### src/rtl/fft_bfly_ctrl_pkg.sv
// Shared definitions for the FFT butterfly datapath and its sequencer:
// word geometry, Q9.6 fraction width and the controller state encoding.
package fft_bfly_ctrl_pkg;

  localparam int unsigned DEF_WORD_SZ  = 32;
  localparam int unsigned DEF_WORD_MID = 16;
  localparam int unsigned FRAC_BITS    = 6;

  typedef enum logic [2:0] {
    ST_IDLE  = 3'd0,
    ST_READ  = 3'd1,
    ST_CALC  = 3'd2,
    ST_WRITE = 3'd3,
    ST_DONE  = 3'd4
  } state_t;

endpackage

### src/rtl/fft_addr_gen.sv
// Combinational radix-2 DIT address generator: (stage s, butterfly k) to
// operand addresses a/b and twiddle ROM index tw.
module fft_addr_gen #(
  parameter int unsigned N_LOG2 = 3,
  parameter int unsigned S_W    = $clog2(N_LOG2)
) (
  input  logic [S_W-1:0]    s,
  input  logic [N_LOG2-2:0] k,
  output logic [N_LOG2-1:0] a,
  output logic [N_LOG2-1:0] b,
  output logic [N_LOG2-2:0] tw
);

  logic [N_LOG2-1:0] k_ext;
  logic [N_LOG2-1:0] span;
  logic [N_LOG2-1:0] pos;
  logic [N_LOG2-1:0] grp;
  logic [S_W-1:0]    tw_sh;

  always_comb begin
    k_ext = {1'b0, k};
    span  = N_LOG2'(1) << s;
    pos   = k_ext & (span - N_LOG2'(1));
    grp   = k_ext >> s;
    a     = ((grp << s) << 1) | pos;
    // bit s of a is always clear, so OR-ing span is the same as a + span
    b     = a | span;
    tw_sh = S_W'(N_LOG2 - 1) - s;
    tw    = (N_LOG2-1)'(pos << tw_sh);
  end

endmodule

### src/rtl/fft_bfly_ctrl.sv
// Sequencer for an in-place radix-2 DIT FFT: reads operand pairs and twiddle,
// feeds the external butterfly, and writes its results back, one per 3 cycles.
module fft_bfly_ctrl
  import fft_bfly_ctrl_pkg::*;
#(
  parameter int unsigned N_LOG2   = 3,
  parameter int unsigned WORD_SZ  = DEF_WORD_SZ,
  parameter int unsigned WORD_MID = DEF_WORD_MID
) (
  input  logic                i_clk,
  input  logic                i_rst_n,
  input  logic                i_start,
  output logic                o_busy,
  output logic                o_done,
  output logic [N_LOG2-1:0]   o_rd_addr_a,
  output logic [N_LOG2-1:0]   o_rd_addr_b,
  input  logic [WORD_SZ-1:0]  i_rd_data_a,
  input  logic [WORD_SZ-1:0]  i_rd_data_b,
  output logic [N_LOG2-2:0]   o_tw_addr,
  input  logic [WORD_SZ-1:0]  i_tw_data,
  output logic [WORD_SZ-1:0]  o_bf_A,
  output logic [WORD_SZ-1:0]  o_bf_B,
  output logic [WORD_SZ-1:0]  o_bf_twiddle,
  input  logic [WORD_SZ-1:0]  i_bf_A,
  input  logic [WORD_SZ-1:0]  i_bf_B,
  output logic                o_wr_en,
  output logic [N_LOG2-1:0]   o_wr_addr_a,
  output logic [N_LOG2-1:0]   o_wr_addr_b,
  output logic [WORD_SZ-1:0]  o_wr_data_a,
  output logic [WORD_SZ-1:0]  o_wr_data_b
);

  localparam int unsigned S_W = $clog2(N_LOG2);

  state_t            state, state_nxt;
  logic [S_W-1:0]    s_q;
  logic [N_LOG2-2:0] k_q;
  logic [N_LOG2-1:0] addr_a, addr_b;
  logic [N_LOG2-2:0] addr_tw;
  logic              k_last, s_last;

  fft_addr_gen #(.N_LOG2(N_LOG2)) u_addr_gen (
    .s  (s_q),
    .k  (k_q),
    .a  (addr_a),
    .b  (addr_b),
    .tw (addr_tw)
  );

  assign k_last = &k_q;
  assign s_last = (s_q == S_W'(N_LOG2 - 1));

  always_ff @(posedge i_clk or negedge i_rst_n) begin
    if (!i_rst_n) state <= ST_IDLE;
    else          state <= state_nxt;
  end

  always_comb begin
    state_nxt    = state;
    o_busy       = 1'b0;
    o_done       = 1'b0;
    o_wr_en      = 1'b0;
    o_rd_addr_a  = '0;
    o_rd_addr_b  = '0;
    o_tw_addr    = '0;
    o_bf_A       = '0;
    o_bf_B       = '0;
    o_bf_twiddle = '0;
    unique case (state)
      ST_IDLE: if (i_start) state_nxt = ST_READ;
      ST_READ: begin
        o_busy      = 1'b1;
        o_rd_addr_a = addr_a;
        o_rd_addr_b = addr_b;
        o_tw_addr   = addr_tw;
        state_nxt   = ST_CALC;
      end
      ST_CALC: begin
        o_busy       = 1'b1;
        o_bf_A       = {i_rd_data_a[WORD_SZ-1:WORD_MID], i_rd_data_a[WORD_MID-1:0]};
        o_bf_B       = {i_rd_data_b[WORD_SZ-1:WORD_MID], i_rd_data_b[WORD_MID-1:0]};
        o_bf_twiddle = {i_tw_data[WORD_SZ-1:WORD_MID], i_tw_data[WORD_MID-1:0]};
        state_nxt    = ST_WRITE;
      end
      ST_WRITE: begin
        o_busy    = 1'b1;
        o_wr_en   = 1'b1;
        state_nxt = (k_last && s_last) ? ST_DONE : ST_READ;
      end
      ST_DONE: begin
        o_done    = 1'b1;
        state_nxt = ST_IDLE;
      end
      default: state_nxt = ST_IDLE;
    endcase
  end

  // Stage/butterfly counters and the write-back registers; addresses are
  // latched in CALC so they stay stable while the counters advance in WRITE.
  always_ff @(posedge i_clk or negedge i_rst_n) begin
    if (!i_rst_n) begin
      s_q         <= '0;
      k_q         <= '0;
      o_wr_addr_a <= '0;
      o_wr_addr_b <= '0;
      o_wr_data_a <= '0;
      o_wr_data_b <= '0;
    end else begin
      if (state == ST_IDLE && i_start) begin
        s_q <= '0;
        k_q <= '0;
      end
      if (state == ST_CALC) begin
        o_wr_addr_a <= addr_a;
        o_wr_addr_b <= addr_b;
        o_wr_data_a <= i_bf_A;
        o_wr_data_b <= i_bf_B;
      end
      if (state == ST_WRITE) begin
        if (!k_last) begin
          k_q <= k_q + 1'b1;
        end else if (!s_last) begin
          s_q <= s_q + 1'b1;
          k_q <= '0;
        end
      end
    end
  end

endmodule
### config.mk
export PLATFORM = sky130hd
export DESIGN_NAME = fft_bfly_ctrl
export DESIGN_NICKNAME = d
export VERILOG_FILES = /design/src/rtl/fft_bfly_ctrl_pkg.sv /design/src/rtl/fft_addr_gen.sv /design/src/rtl/fft_bfly_ctrl.sv
export SDC_FILE = /design/constraint.sdc
export NUM_CORES = 1
export LEC_CHECK = 0
export CAP_MARGIN = 20
export CORE_AREA = 4 4 130 132
export DETAILED_ROUTE_END_ITERATION = 8
export DIE_AREA = 0 0 134 136
export DONT_BUFFER_PORTS = 1
export GPL_ROUTABILITY_DRIVEN = 0
export SLEW_MARGIN = 5
export SYNTH_ARGS = -nofsm -noshare
export SYNTH_HDL_FRONTEND = slang
export SYNTH_SLANG_ARGS = --single-unit
### constraint.sdc
create_clock -name i_clk -period 2.85 [get_ports i_clk]
set_input_delay 0.285 -clock i_clk [delete_from_list [all_inputs] [get_ports i_clk]]
set_output_delay 0.285 -clock i_clk [all_outputs]
set_load 0.02 [all_outputs]
== Word-level counts from Yosys, hierarchy flattened ==
Index checks and enable logic that the tools add are counted.
Word-level totals
  bits in registers: 77
  ROM bits: 0
  input bits: 163
  latch bits: 0
  memory bits (writable): 0
  memories kept: 0
  output and inout port bits: 177
  word-level logic and storage cells: 49
Operators by class
  $lt $le $gt $ge: 0
  equal/unequal tests: 6
  shift operators: 4
  multipliers: 0
  $add $sub $neg: 4
  bitwise logic cells: 3
  multiplexer cells: 20
  reductions and logical operators: 5
  div/mod/pow operators: 0
Operator list (number)
  32-bit two-way mux: 3
  2-bit two-way mux: 9
  3-bit two-way mux: 4
  3-bit one-hot mux with 4 select lines: 1
  3-bit by 2-bit == test with 1-bit output (second input constant): 2
  3-bit bitwise OR: 2
  3-bit by 2-bit left shift with 2-bit output: 2
  2-bit by 1-bit adder with 2-bit output (second input constant): 2
  2-bit by 3-bit AND with 3-bit output: 1
  3-bit by 1-bit == test with 1-bit output (second input constant): 1
  3-bit == test (second input constant): 1
  3-bit zero test: 1
  1-bit two-way mux: 3
  3-bit OR reduction: 1
  1-bit by 2-bit left shift with 3-bit output (first input constant): 1
  2-bit by 2-bit right shift with 3-bit output: 1
  3-bit by 1-bit subtractor with 3-bit output (second input constant): 1
  2-bit == test (second input constant): 1
  1-bit logical AND: 2
  2-bit inequality test (second input constant): 1
  2-bit AND reduction: 1
  2-bit subtractor (first input constant): 1

== Longest topological paths before layout ==
Gate-level depths: netlist of the first run.
  word-level depth: 6
  gate-level depth with buffers: 6
  mapped depth without buffers: 5

== Modules after synthesis ==
A second synthesis of the first run with hierarchy kept.
Unflattened totals
  cell total of the unflattened synthesis: 316
  area total of the unflattened synthesis: 3808.7 µm²
Modules (own cells, without submodules)
  fft_bfly_ctrl: instances 1, seq. area each 1926.8 µm², area each 3698.5 µm², cells each 299
  fft_addr_gen: instances 1, seq. area each 0.0 µm², area each 110.1 µm², cells each 17

== Least setup slack after synthesis of the first run ==
No wires, ideal clock.
  path type: reg-to-output
  start: register s_q[0]
  end: output port o_tw_addr[1]
  slack: 1.075 ns
  stages on the path, launching flop included: 6
  required time: 2.565 ns
  buffers on the path: 0
  arrival: 1.490 ns
  cells stage by stage: dfrtp_1 inv_1 ha_1 nand2b_1 or2_2 a21oi_1
On the way
  cells in the longest elaborated chain, start to end: 5
  elaborated cells on any way between the ends: 6
  classes of those cells: 2 x add/sub; 2 x shift; 1 x mux; 1 x bitwise
Ends and longest elaborated chain
  start, declared: line fft_bfly_ctrl.sv:36  | logic [S_W-1:0] s_q;
  start signal, assigned: line fft_bfly_ctrl.sv:123  | s_q <= s_q + 1'b1;
  1-bit by 2-bit left shift with 3-bit output: line fft_addr_gen.sv:22  | span = N_LOG2'(1) << s;
  3-bit by 1-bit subtractor with 3-bit output: line fft_addr_gen.sv:23  | pos = k_ext & (span - N_LOG2'(1));
  2-bit by 3-bit AND with 3-bit output: line fft_addr_gen.sv:23
  3-bit by 2-bit left shift with 2-bit output (*): line fft_addr_gen.sv:29  | tw = (N_LOG2-1)'(pos << tw_sh);
  2-bit two-way mux (*): line fft_bfly_ctrl.sv:69  | unique case (state)
  end, declared: line fft_bfly_ctrl.sv:19  | output logic [N_LOG2-2:0] o_tw_addr,
Mark *: on every way between the ends. The rest lies on a longest branch, timed or not.

== Worst setup path after layout of the first run ==
Ends and elaborated chain as after synthesis.

==> metrics.txt, run 1 <==
Vias=3014; first-pass GRT wire length=18300 um; layout cell share with drive strength beyond 1=5.31%; syn_area_per_cell=8.45 um2; Clock Path Buffers=2; total power=0.00608 W; Area contributors post-synth=dfrtp_1 50%, nand2_1 20%, and2_1 16%; clk_lat worst skew=0.34 ns; RSZ-0062 raised after global routing=no; Worst setup SP type=flop; fin crit period=2.33 ns; Max-Cap Viols=0; post-CTS setup buffer count=0; crit path buf inv count=1; Worst setup EP type=output pin; Post-Synthesis Cells=459; list of most frequent post-synthesis cells=203 x nand2_1, 98 x and2_1, 77 x dfrtp_1; top_reg_cell synth=dfrtp_1; DRC Markers=0; GRT Overall Usage=13.3%; R2R cell count=4; Worst-Margin Slew=0.656 ns; Die Y=136 um; grt ovf=0; M2 GR Usage=23.2%; Max transition margin=55.9%; crit path DAT=2.04 ns; EDFF count, synth=0; Final Core Density=27.5%; crit-path max FO=5; Seq/Total Area, Yosys=49.7%; Post-DRT Antenna Nets=0; WL final=13200 um; worst reg2reg setup slack=1.00 ns; # hold bufs at CTS=2; Max Fclk=430 MHz; CP peak stage delay=0.42 ns; final critical-path share of the clock period=81.7%; die area=18200 um2; RR Endpoint=o_wr_data_a[27]; Hold Fails Final Rpt=0; Synth top area share=49.7%; input/output buffers=0; RR Startpoint=state[0]; Pins Over Slew Limit=0; yosys warns=0; vias in the first global route=2825; Synth cell types=30; core area=15700 um2; cell row count=46; largest net degree at the start of global routing=163; Routed WL per cell=19.6 um; CTS tree=built; GR Util met3=6.48%; HPWL Detailed=10600 um; Fin Hold WS=0.0520 ns; clock-pin slew on the worst setup and hold paths=0.07 ns; post-cts gate resize count=0; Die X=134 um; Min-Delay Path Class=in2reg; count leader, synth=nand2_1; gr busiest metal=met2; VDD IR max=0.000533 V; GR Util met1=14.1%; H-tree depth=3; Setup Skew=0.00753 ns; clk sink count=77; Synth async-reset ratio=100%; largest area contributor in the netlist=dfrtp_1; Critical Path RT=2.57 ns; critical path class=reg2out; drt pass-1 iters=4; area grow syn2layout=11.4%; initial antenna violation count=5; final setup violation count=0; CP cell instances=inv_1 -> ha_1 -> nand2b_1 -> or2_2 -> a21oi_1; layout filler cell count=1655; status=finished clean; NumNets Final=614; pwr dens=1410 nW/um2; Post-DP Area=3950 um2; Root Driver=clkbuf_16; Synth Cell Area=3880 um2; CP startpoint=s_q[0]; Synth Register Bits=77; crit path max-delay cell type=dfrtp_1; Top delay family on crit path=simple AND/OR/NAND/NOR gates; Initial DRC Count=197; Mapped Nets=626; Vias/cell=4.48; CP Capture Point=o_tw_addr[1]; cell depth of the worst setup path=5; I/O Pins=340; Num CTS Buffers=9; post-route cell area=4320 um2; Initial Util=24.7%; setup total negative slack=0 ns; Leak=2.11 nW
## flip-flops by register name (all words and copies together), names as in the netlist
register and flops:
k_q 2, o_wr_addr_a 3, o_wr_addr_b 3, o_wr_data_a 32, o_wr_data_b 32, s_q 2, state 3
## worst min-delay path by stage
stage / startpoint / endpoint / cells after the start / slack [ns]
4_1_cts: i_bf_A[23] / o_wr_data_a[23] / 2 / 0.03
6_report: i_bf_A[23] / o_wr_data_a[23] / 2 / 0.05
5_1_grt: i_bf_A[28] / o_wr_data_a[28] / 2 / 0.03
3_5_place_dp: i_rst_n / o_wr_data_a[17] / 0 / -0.008
3_3_place_gp: i_rst_n / o_wr_data_a[17] / 0 / -0.009
2_1_floorplan: i_rst_n / k_q[0] / 0 / -0.01
## where the power goes
group | total [W] | leakage [nW] | switching [W] | internal, W
Clock | 0.00125 | 0.152 | 0.000475 | 0.000771
Sequential | 0.00266 | 0.952 | 0.00104 | 0.00162
Combinational | 0.00218 | 1.01 | 0.00157 | 0.000612
Total | 0.00608 | 2.11 | 0.00308 | 0.00300
## cells in the final DEF, fill, tap and decap left out, types with 2 or more instances in the layout
master	instances
nand2_1	203
and2_1	98
dfrtp_1	77
nor2_1	13
clkbuf_16	9
diode_2	5
a21oi_1	5
o21ai_0	5
inv_1	4
nand3_1	4
ha_1	4
xnor2_1	2
inv_6	2
clkinvlp_4	2
bufinv_16	2
buf_4	2
## logic make-up (layout without fill, tap and decap cells)
kind of cell    Yosys count  after routing  synth area share (%)
flops                    77             77                  49.7
simple gates            328            328                  39.6
compound gates           16             16                  2.52
buf+inv                  32             25                  6.48
fa+ha+maj                 4              4                  1.29
other cells               0              5                     0
xor+xnor                  2              2                 0.452
## routing by layer
metal / part of all wire [%] / wire length [um] / up-vias
met1: 34 / 4510 / 1403
met3: 12 / 1640 / 8
met2: 52 / 6930 / 215
met5: 0 / 0 / -
met4: 1.0 / 138 / 0
li1: - / - / 1388
## metrics by stage
step | std cells | worst slack (ns)
final | 673 | 0.522
after global placement | 650 | 0.988
after floorplan | 459 | 1.08
after CTS | 668 | 0.539
after global routing | 673 | 0.403
after detailed placement | 650 | 0.918
## layout make-up
type	instances	area, um2	share of cell area (%)
Sequential cell	77	1930	44.6
Multi-Input combinational cell	350	1700	39.4
Tap cell	216	270	6.26
Clock buffer	9	225	5.21
Clock inverter	7	97.6	2.26
Timing Repair Buffer	5	72.6	1.68
Inverter	4	15.0	0.348
Antenna cell	5	12.5	0.290
Power figures use the tool's default switching activity.
==> run 2, diff against run 1 <==
==> constraint.sdc (replaced) <==
create_clock -name i_clk -period 2.2 [get_ports i_clk]
set_input_delay 0.22 -clock i_clk [delete_from_list [all_inputs] [get_ports i_clk]]
set_output_delay 0.22 -clock i_clk [all_outputs]
set_load 0.02 [all_outputs]
==> metrics.txt, run 2 (synthesized netlist as in run 1, its figures left out) <==
status=finished clean; crit-path max FO=71; clock-pin slew on the worst setup and hold paths=0.06 ns; cell row count=46; Die Y=136 um; first-pass GRT wire length=19500 um; largest net degree at the start of global routing=143; clk sink count=77; Clock Path Buffers=2; RSZ-0062 raised after global routing=yes; initial antenna violation count=2; Comb pwr share=39.6%; Worst setup EP type=output pin; post-route cell area=5000 um2; Pins Over Slew Limit=0; I/O Pins=340; WL final=14700 um; Max transition margin=49.9%; area grow syn2layout=28.9%; Sw Ratio=50.5%; pwr dens=1640 nW/um2; Setup Skew=0.00710 ns; Post-DRT Antenna Nets=0; DRC Markers=0; RR Startpoint=state[0]; worst reg2reg setup slack=0.44 ns; Flop pwr share=42.2%; clock power share=18.2%; Root Driver=clkbuf_16; GRT Overall Usage=14.0%; Post-DP Area=4010 um2; RR Endpoint=o_wr_data_b[7]; crit path DAT=1.91 ns; Critical Path RT=1.98 ns; Initial DRC Count=173; WHS Endpoint=o_wr_data_b[21]; CTS tree=built; Vias/cell=4.50; grt ovf=0; Worst-Margin Slew=0.752 ns; fin crit period=2.13 ns; critical path class=reg2out; Min-Delay Path Class=in2reg; VDD IR max=0.000535 V; vias in the first global route=3194; H-tree depth=3; final setup violation count=0; layout filler cell count=1597; Worst Hold Depth=2; Initial Util=24.7%; final critical-path share of the clock period=96.8%; worst hold start=i_bf_B[21]; HPWL Detailed=10800 um; Max Fclk=470 MHz; Max-Cap Viols=0; cell-internal power=0.00405 W; non-filler cells, final=735; input/output buffers=0; layout cell share with drive strength beyond 1=10.1%; placed cell count=657; biggest regs=o_wr_data_a: 32 flops, o_wr_data_b: 32 flops; NumNets Final=679; Die X=134 um; Psw=0.00413 W; clk_lat worst skew=0.33 ns; die area=18200 um2; Routed WL per cell=20.0 um; most frequent cells in the layout=203 x nand2_1, 82 x and2_1, 76 x dfrtp_1; R2R cell count=4; Worst setup SP type=flop; Hold Fails Final Rpt=0; commonest non-fill, non-tap cell in the layout=nand2_1; Vias=3306; core area=15700 um2; Leak=2.42 nW; drt pass-1 iters=5; Num CTS Buffers=9
-- run 2: cell count changes in the layout (fill, tap and decap cells not counted), moves of 3 or more --
cell and change:
and2_1 -16, dlygate4sd3_1 +55, buf_4 +7, diode_2 -3
and2_2 +16
-- run 2: layout make-up --
class                   instances  area, um2  share of cell area (%)
multi-input cells             350       1740                    34.8
well taps                     216        270                    5.41
clock buffers                  13        260                    5.21
inverters                       4       15.0                   0.300
repair buffers                 70        739                    14.8
flip-flops and latches         77       1930                    38.6
diodes                          2       5.00                   0.100
clock inverters                 3       43.8                   0.876
-- run 2: what timing repair did --
action,in CTS,in global routing
hold buffers,57,0
pin swaps,0,2
resized for setup,1,25
hold endpoints to repair,132,0
gates cloned,0,2
setup buffers,0,1
endpoints found under the setup margin,1,99
-- run 2: worst max-delay path, cell delays in order, from the launching register on --
cell	delay, ns
dfrtp_1	0.52
nor3b_4	0.23
buf_4	0.19
buf_16	0.25
and2_1	0.31
-- run 2: through the flow --
stage                     total power, W  util, %  setup slack (ns)  TNS [ns]  hold slack (ns)
after detailed placement         0.00642     25.5             0.341         0          -0.0738
final                            0.00818     31.8            0.0705         0           0.0242
after floorplan                  0.00592        -             0.490         0          -0.0756
after global routing             0.00872     31.8           -0.0119   -0.0665         0.000798
after global placement           0.00626     25.5             0.410         0          -0.0737
after CTS                        0.00809     31.2           0.00977         0         0.000305
-- run 2: metal layers --
layer	GRT usage (%)	wire length (um)	vias to the layer above
met3	6.29	1640	19
met5	0	0	-
met1	14.4	5020	1544
li1	-	-	1508
met4	4.40	227	0
met2	25.4	7820	235
-- run 2: power groups by stage --
stage / clock (W) / combinational [W] / sequential [W]
2_1_floorplan: 0 / 0.00268 / 0.00323
3_3_place_gp: 0 / 0.00281 / 0.00345
3_5_place_dp: 0 / 0.00294 / 0.00348
4_1_cts: 0.00156 / 0.00307 / 0.00345
5_1_grt: 0.00161 / 0.00358 / 0.00353
6_report: 0.00148 / 0.00324 / 0.00345
-- run 2: how the worst max path moves through the flow --
stage | startpoint | end | slack, ns | cells after the start
3_3_place_gp | s_q[0] | o_tw_addr[1] | 0.41 | 5
5_1_grt | state[0] | o_bf_twiddle[22] | -0.01 | 4
6_report | state[0] | o_bf_B[14] | 0.07 | 4
3_5_place_dp | s_q[0] | o_tw_addr[1] | 0.34 | 5
2_1_floorplan | s_q[0] | o_tw_addr[1] | 0.49 | 5
4_1_cts | s_q[0] | o_rd_addr_b[1] | 0.01 | 5
==> run 3, diff against run 2 <==
--- a/config.mk
+++ b/config.mk
@@ -5,7 +5,6 @@
 export SDC_FILE = /design/constraint.sdc
 export NUM_CORES = 1
 export LEC_CHECK = 0
-export CAP_MARGIN = 20
 export CORE_AREA = 4 4 130 132
 export DETAILED_ROUTE_END_ITERATION = 8
 export DIE_AREA = 0 0 134 136
==> results of run 3 <==
Same layout as run 2: the final DEF is identical, and so are final timing and power.
